$ cat src/rtl/bus_hs_fifo_if.sv
// Valid/ready handshake bundle for the bus elastic buffer.
// The buffer uses the slave view; the source/destination driver uses the master view.
interface bus_hs_fifo_if #(
    parameter int DATA_W = 8
);
    logic              s_valid_i;
    logic [DATA_W-1:0] s_data_i;
    logic              s_ready_o;
    logic              m_valid_o;
    logic [DATA_W-1:0] m_data_o;
    logic              m_ready_i;

    modport slave (
        input  s_valid_i,
        input  s_data_i,
        input  m_ready_i,
        output s_ready_o,
        output m_valid_o,
        output m_data_o
    );

    modport master (
        output s_valid_i,
        output s_data_i,
        output m_ready_i,
        input  s_ready_o,
        input  m_valid_o,
        input  m_data_o
    );
endinterface

$ cat src/rtl/bus_hs_fifo.sv
// First-word-fall-through valid/ready elastic buffer with occupancy, almost-full
// and beat counters. Handshake flags are registered; no input-to-ready path.
module bus_hs_fifo #(
    parameter int DATA_W   = 8,
    parameter int DEPTH    = 4,
    parameter int AFULL_TH = 3
) (
    input  logic                       clk,
    input  logic                       rst_n,
    input  logic                       clear_i,
    bus_hs_fifo_if.slave               bus,
    output logic [$clog2(DEPTH):0]     level_o,
    output logic                       afull_o,
    output logic [15:0]                in_cnt_o,
    output logic [15:0]                out_cnt_o
);
    localparam int AW = $clog2(DEPTH);
    localparam int PW = AW + 1;

    logic [DATA_W-1:0] mem_q [DEPTH];
    logic [PW-1:0]     wr_ptr_q, wr_ptr_d;
    logic [PW-1:0]     rd_ptr_q, rd_ptr_d;
    logic [PW-1:0]     level_q, level_d;
    logic              s_ready_q, s_ready_d;
    logic              m_valid_q, m_valid_d;
    logic              afull_q, afull_d;
    logic [15:0]       in_cnt_q, in_cnt_d;
    logic [15:0]       out_cnt_q, out_cnt_d;
    logic              push_s;
    logic              pop_s;

    // Next-state: pointer/counter advance, flush, and flags derived from next level
    always_comb begin
        push_s    = bus.s_valid_i & s_ready_q;
        pop_s     = m_valid_q & bus.m_ready_i;
        wr_ptr_d  = wr_ptr_q;
        rd_ptr_d  = rd_ptr_q;
        in_cnt_d  = in_cnt_q;
        out_cnt_d = out_cnt_q;
        if (clear_i) begin
            wr_ptr_d  = {PW{1'b0}};
            rd_ptr_d  = {PW{1'b0}};
            in_cnt_d  = 16'd0;
            out_cnt_d = 16'd0;
        end else begin
            if (push_s) begin
                wr_ptr_d = wr_ptr_q + PW'(1);
                in_cnt_d = in_cnt_q + 16'd1;
            end else begin
                wr_ptr_d = wr_ptr_q;
                in_cnt_d = in_cnt_q;
            end
            if (pop_s) begin
                rd_ptr_d  = rd_ptr_q + PW'(1);
                out_cnt_d = out_cnt_q + 16'd1;
            end else begin
                rd_ptr_d  = rd_ptr_q;
                out_cnt_d = out_cnt_q;
            end
        end
        // Wrap bit makes the modular difference distinguish full from empty
        level_d   = wr_ptr_d - rd_ptr_d;
        m_valid_d = (level_d != {PW{1'b0}});
        s_ready_d = (level_d != PW'(DEPTH));
        afull_d   = (level_d >= PW'(AFULL_TH));
    end

    // Control state registers with asynchronous reset
    always_ff @(posedge clk or negedge rst_n) begin
        if (!rst_n) begin
            wr_ptr_q  <= {PW{1'b0}};
            rd_ptr_q  <= {PW{1'b0}};
            level_q   <= {PW{1'b0}};
            s_ready_q <= 1'b0;
            m_valid_q <= 1'b0;
            afull_q   <= 1'b0;
            in_cnt_q  <= 16'd0;
            out_cnt_q <= 16'd0;
        end else begin
            wr_ptr_q  <= wr_ptr_d;
            rd_ptr_q  <= rd_ptr_d;
            level_q   <= level_d;
            s_ready_q <= s_ready_d;
            m_valid_q <= m_valid_d;
            afull_q   <= afull_d;
            in_cnt_q  <= in_cnt_d;
            out_cnt_q <= out_cnt_d;
        end
    end

    // Storage array; contents are never reset
    always_ff @(posedge clk) begin
        if (push_s && !clear_i) begin
            mem_q[wr_ptr_q[AW-1:0]] <= bus.s_data_i;
        end
    end

    assign bus.s_ready_o = s_ready_q;
    assign bus.m_valid_o = m_valid_q;
    assign bus.m_data_o  = m_valid_q ? mem_q[rd_ptr_q[AW-1:0]] : {DATA_W{1'b0}};
    assign level_o       = level_q;
    assign afull_o       = afull_q;
    assign in_cnt_o      = in_cnt_q;
    assign out_cnt_o     = out_cnt_q;
endmodule

$ cat src/flat_wrapper.sv
// flat-port wrapper written by rule: the top's interface ports become plain ports
module bus_hs_fifo_flat 
#(
    parameter int DATA_W   = 8,
    parameter int DEPTH    = 4,
    parameter int AFULL_TH = 3
)
  (clk, rst_n, clear_i, level_o, afull_o, in_cnt_o, out_cnt_o, bus_s_valid_i, bus_s_data_i, bus_m_ready_i, bus_s_ready_o, bus_m_valid_o, bus_m_data_o);
  bus_hs_fifo_if #(.DATA_W(DATA_W)) bus_i ();
  input  logic clk;
  input  logic rst_n;
  input  logic clear_i;
  output logic [$clog2(DEPTH):0] level_o;
  output logic afull_o;
  output logic [15:0] in_cnt_o;
  output logic [15:0] out_cnt_o;
  input wire logic [$bits(bus_i.s_valid_i)-1:0] bus_s_valid_i;
  input wire logic [$bits(bus_i.s_data_i)-1:0] bus_s_data_i;
  input wire logic [$bits(bus_i.m_ready_i)-1:0] bus_m_ready_i;
  output wire logic [$bits(bus_i.s_ready_o)-1:0] bus_s_ready_o;
  output wire logic [$bits(bus_i.m_valid_o)-1:0] bus_m_valid_o;
  output wire logic [$bits(bus_i.m_data_o)-1:0] bus_m_data_o;
  assign bus_i.s_valid_i = bus_s_valid_i;
  assign bus_i.s_data_i = bus_s_data_i;
  assign bus_i.m_ready_i = bus_m_ready_i;
  assign bus_s_ready_o = bus_i.s_ready_o;
  assign bus_m_valid_o = bus_i.m_valid_o;
  assign bus_m_data_o = bus_i.m_data_o;
  bus_hs_fifo #(.DATA_W(DATA_W), .DEPTH(DEPTH), .AFULL_TH(AFULL_TH)) u_core (.clk(clk), .rst_n(rst_n), .clear_i(clear_i), .bus(bus_i), .level_o(level_o), .afull_o(afull_o), .in_cnt_o(in_cnt_o), .out_cnt_o(out_cnt_o));
endmodule
$ cat config.mk
export PLATFORM = sky130hd
export DESIGN_NAME = bus_hs_fifo_flat
export DESIGN_NICKNAME = d
export VERILOG_FILES = /design/src/rtl/bus_hs_fifo_if.sv /design/src/rtl/bus_hs_fifo.sv /design/src/flat_wrapper.sv
export SDC_FILE = /design/constraint.sdc
export NUM_CORES = 1
export LEC_CHECK = 0
export ABC_AREA = 1
export CORE_UTILIZATION = 40
export CTS_CLUSTER_SIZE = 12
export DETAILED_ROUTE_END_ITERATION = 12
export RECOVER_POWER = 50
export SETUP_SLACK_MARGIN = 0.05
export SYNTH_ARGS = -nofsm -noshare
export SYNTH_HDL_FRONTEND = slang
export SYNTH_SLANG_ARGS = --single-unit
$ cat constraint.sdc
create_clock -name clk -period 4.6 [get_ports clk]
set_input_delay 1.15 -clock clk [delete_from_list [all_inputs] [get_ports clk]]
set_output_delay 1.15 -clock clk [all_outputs]
set_load 0.01 [all_outputs]
==> flow_summary.ini <==
[outcome]
status = finished with violations
violations = capacitance limit, slew limit

[place]
dpl_cell_area_um2 = 4280
routabilityCongestion = 0.8296
place_hpwl_mm = 5.412
dp_cells = 566
io_buffers = 58

[timing]
drv_slew = 45
period_minus_slack_ns = 3.545
finalCritPeriodShare = 0.7706
finalClockSkew_ns = 0.01122
fmax_mhz = 282.1
setup_viol = 0
rsz0062_at_grt = no
setup_tns_ns = 0
hold_viol = 0
relSlewSlack = -0.6365
worst_pin_slew_ns = 2.455

[final_layout]
drive_gt1_frac = 0.05063
syn_to_final_growth_pct = 23.10
layout_common_cells = nor2_1, nand2_1, inv_1, dfrtp_1, clkdlybuf4s50_1
fin_nets = 491
multiInputGateArea_um2 = 1294
seq_area_um2 = 2062
final_common_cell = nor2_1
diodes = 0
fin_area_um2 = 4467
n_fill_cell = 857
fin_cells = 582

[pwr]
p_sw_mw = 0.5318
p_leak_nw = 1.887
internal-power_mw = 1.197
total_power_mw = 1.729
seqPwrFrac = 0.472
power.share.combinational = 0.228
ir_worst_vdd_uv = 147.9
power_frac_clock = 0.300
p_sw_frac = 0.3077
power_density_nw_per_um2 = 387.0

[grt]
grt_pass1_wl_mm = 13.32
overflow = 0
grt_max_degree = 45
grt_usage = 0.1785
antenna_found_initial = 0
grt_pass1_vias = 2805

[synth]
yosys-top-cells-area = dfrtp_1, edfxtp_1, nor2_1
netlist_instances = 408
ys_seq_area_frac = 0.5683
synth_edf_count = 32
ys_warn_count = 0
syn_area_per_cell_um2 = 8.893
syn_area_um2 = 3628
ys_ff_latch = 76
async_reset_ff_frac = 0.5789
synth-main-ff-cell = dfrtp_1
yosysTopAreaCellShare = 0.3034
netlist.top_cell.by_area = dfrtp_1
synth_cell_types = 24
syn_nets = 430

[critical_path]
cp.required_ns = 3.45
startpoint_type = flip-flop
reg2reg_setup_slack_ns = 1.90
ff2ff_path_depth = 11
criticalPathCategory = reg2out
arrival_ns = 2.39
crit_fanout = 18
cp-end-kind = output port
r2r_end = u_core.afull_o
r2r_start = u_core.rd_ptr_q[0]

[clock_tree]
cts_resized = 0
cts-root-buf = clkbuf_8
ctsHoldBuffers = 0
cts_buffer_depth = 2
clkTransAtPathRegs_ns = 0.09
htreeDepth = 3
insertion_delay_ns = 0.35
cts_tree = done
clkSinkCount = 76
tritoncts.num_buffers = 9
postCtsSetupBuffers = 0

[flow_run]
maxCapViolCount = 1

[min_path]
holdPathStages = 1
hp-class = reg2reg
hold_end = u_core.out_cnt_o[3]
hold_start = u_core.out_cnt_o[3]

[routing]
dr.first_iter.drc_count = 80
ant_nets = 0
via_per_inst = 4.842
wl_per_cell_um = 13.52
drc_errors = 0
wl_mm = 7.870
vias = 2818
firstDrtPassIters = 4

[floorplanning]
core_um2 = 8763
ios = 59
dieArea_um2 = 9456
die_w_um = 97.24
dieHeight_um = 97.24
core.rowCount = 34
initial_utilization = 0.4140
kinds of logic (layout without fill, tap and decap cells):
logic type | Yosys count | count (layout) | share of synthesized area
AND/OR/NAND/NOR | 198 | 198 | 0.2355
flip-flops | 76 | 76 | 0.5683
XOR/XNOR | 1 | 1 | 0.002414
AO/OA/AOI/OAI | 62 | 62 | 0.08758
adder cells (fa/ha/maj) | 9 | 9 | 0.03310
buffers and inverters | 62 | 128 | 0.07310
worst max-delay path: stages (launching register included):
cell	delay, ns
dfrtp_1	0.75
inv_1	0.43
o21ai_0	0.27
a21oi_1	0.10
clkdlybuf4s50_1	0.49
routing by layer:
layer / share of wire / GRT usage
met4: 0.018 / 0.07692
met2: 0.47 / 0.2947
met1: 0.47 / 0.2315
met5: 0 / 0
met3: 0.036 / 0.03165
registers in the layout, indices dropped and copies added, names as in the netlist:
name,cells
u_core.in_cnt_o,16
u_core.mem_q,32
u_core.level_o,3
u_core.bus.s_ready_o,1
u_core.bus.m_valid_o,1
u_core.afull_o,1
u_core.out_cnt_o,16
u_core.wr_ptr_q,3
u_core.rd_ptr_q,3
final cells by class:
class,instances,share of cell area
flip-flops and latches,76,0.4616
multi-input cells,270,0.2896
repair buffers,59,0.1294
inverters,53,0.04454
well taps,108,0.03025
clock buffers,9,0.02773
clock inverters,7,0.01681
through the flow:
stage          hold slack [ns]    util  setup WS (ns)
2_1_floorplan           0.5318       -          1.752
3_3_place_gp            0.5094  0.4884          1.060
3_5_place_dp            0.5137  0.4884         0.9287
4_1_cts                 0.5271  0.5111         0.9748
5_1_grt                 0.5493  0.5097         0.8428
6_report                0.5250  0.5097          1.055
synthesized netlist by cell type (5+ instances only):
library cell,n
nor2_1,81
nand2_1,74
inv_1,53
dfrtp_1,44
o21ai_0,33
edfxtp_1,32
a21oi_1,25
nand3_1,18
ha_1,8
nand4_1,8
buf_2,6
nor3_1,5
worst max path at each step:
stage | slack (ns) | from | end | depth (start not counted)
5_1_grt | 0.84 | u_core.rd_ptr_q[0] | bus_m_data_o[2] | 4
3_5_place_dp | 0.93 | clear_i | u_core.bus.s_ready_o | 10
6_report | 1.06 | u_core.rd_ptr_q[0] | bus_m_data_o[0] | 4
3_3_place_gp | 1.06 | clear_i | u_core.bus.s_ready_o | 10
2_1_floorplan | 1.75 | clear_i | u_core.bus.m_valid_o | 13
4_1_cts | 0.97 | u_core.rd_ptr_q[0] | bus_m_data_o[0] | 4
power by group through the flow:
stage | clock network (mW) | logic [mW] | registers [mW]
2_1_floorplan | 0 | 0.215 | 0.823
3_3_place_gp | 0 | 0.401 | 0.835
3_5_place_dp | 0 | 0.410 | 0.833
4_1_cts | 0.527 | 0.411 | 0.820
5_1_grt | 0.553 | 0.445 | 0.824
6_report | 0.519 | 0.394 | 0.815
No activity file was read; power rests on OpenSTA's default activity.
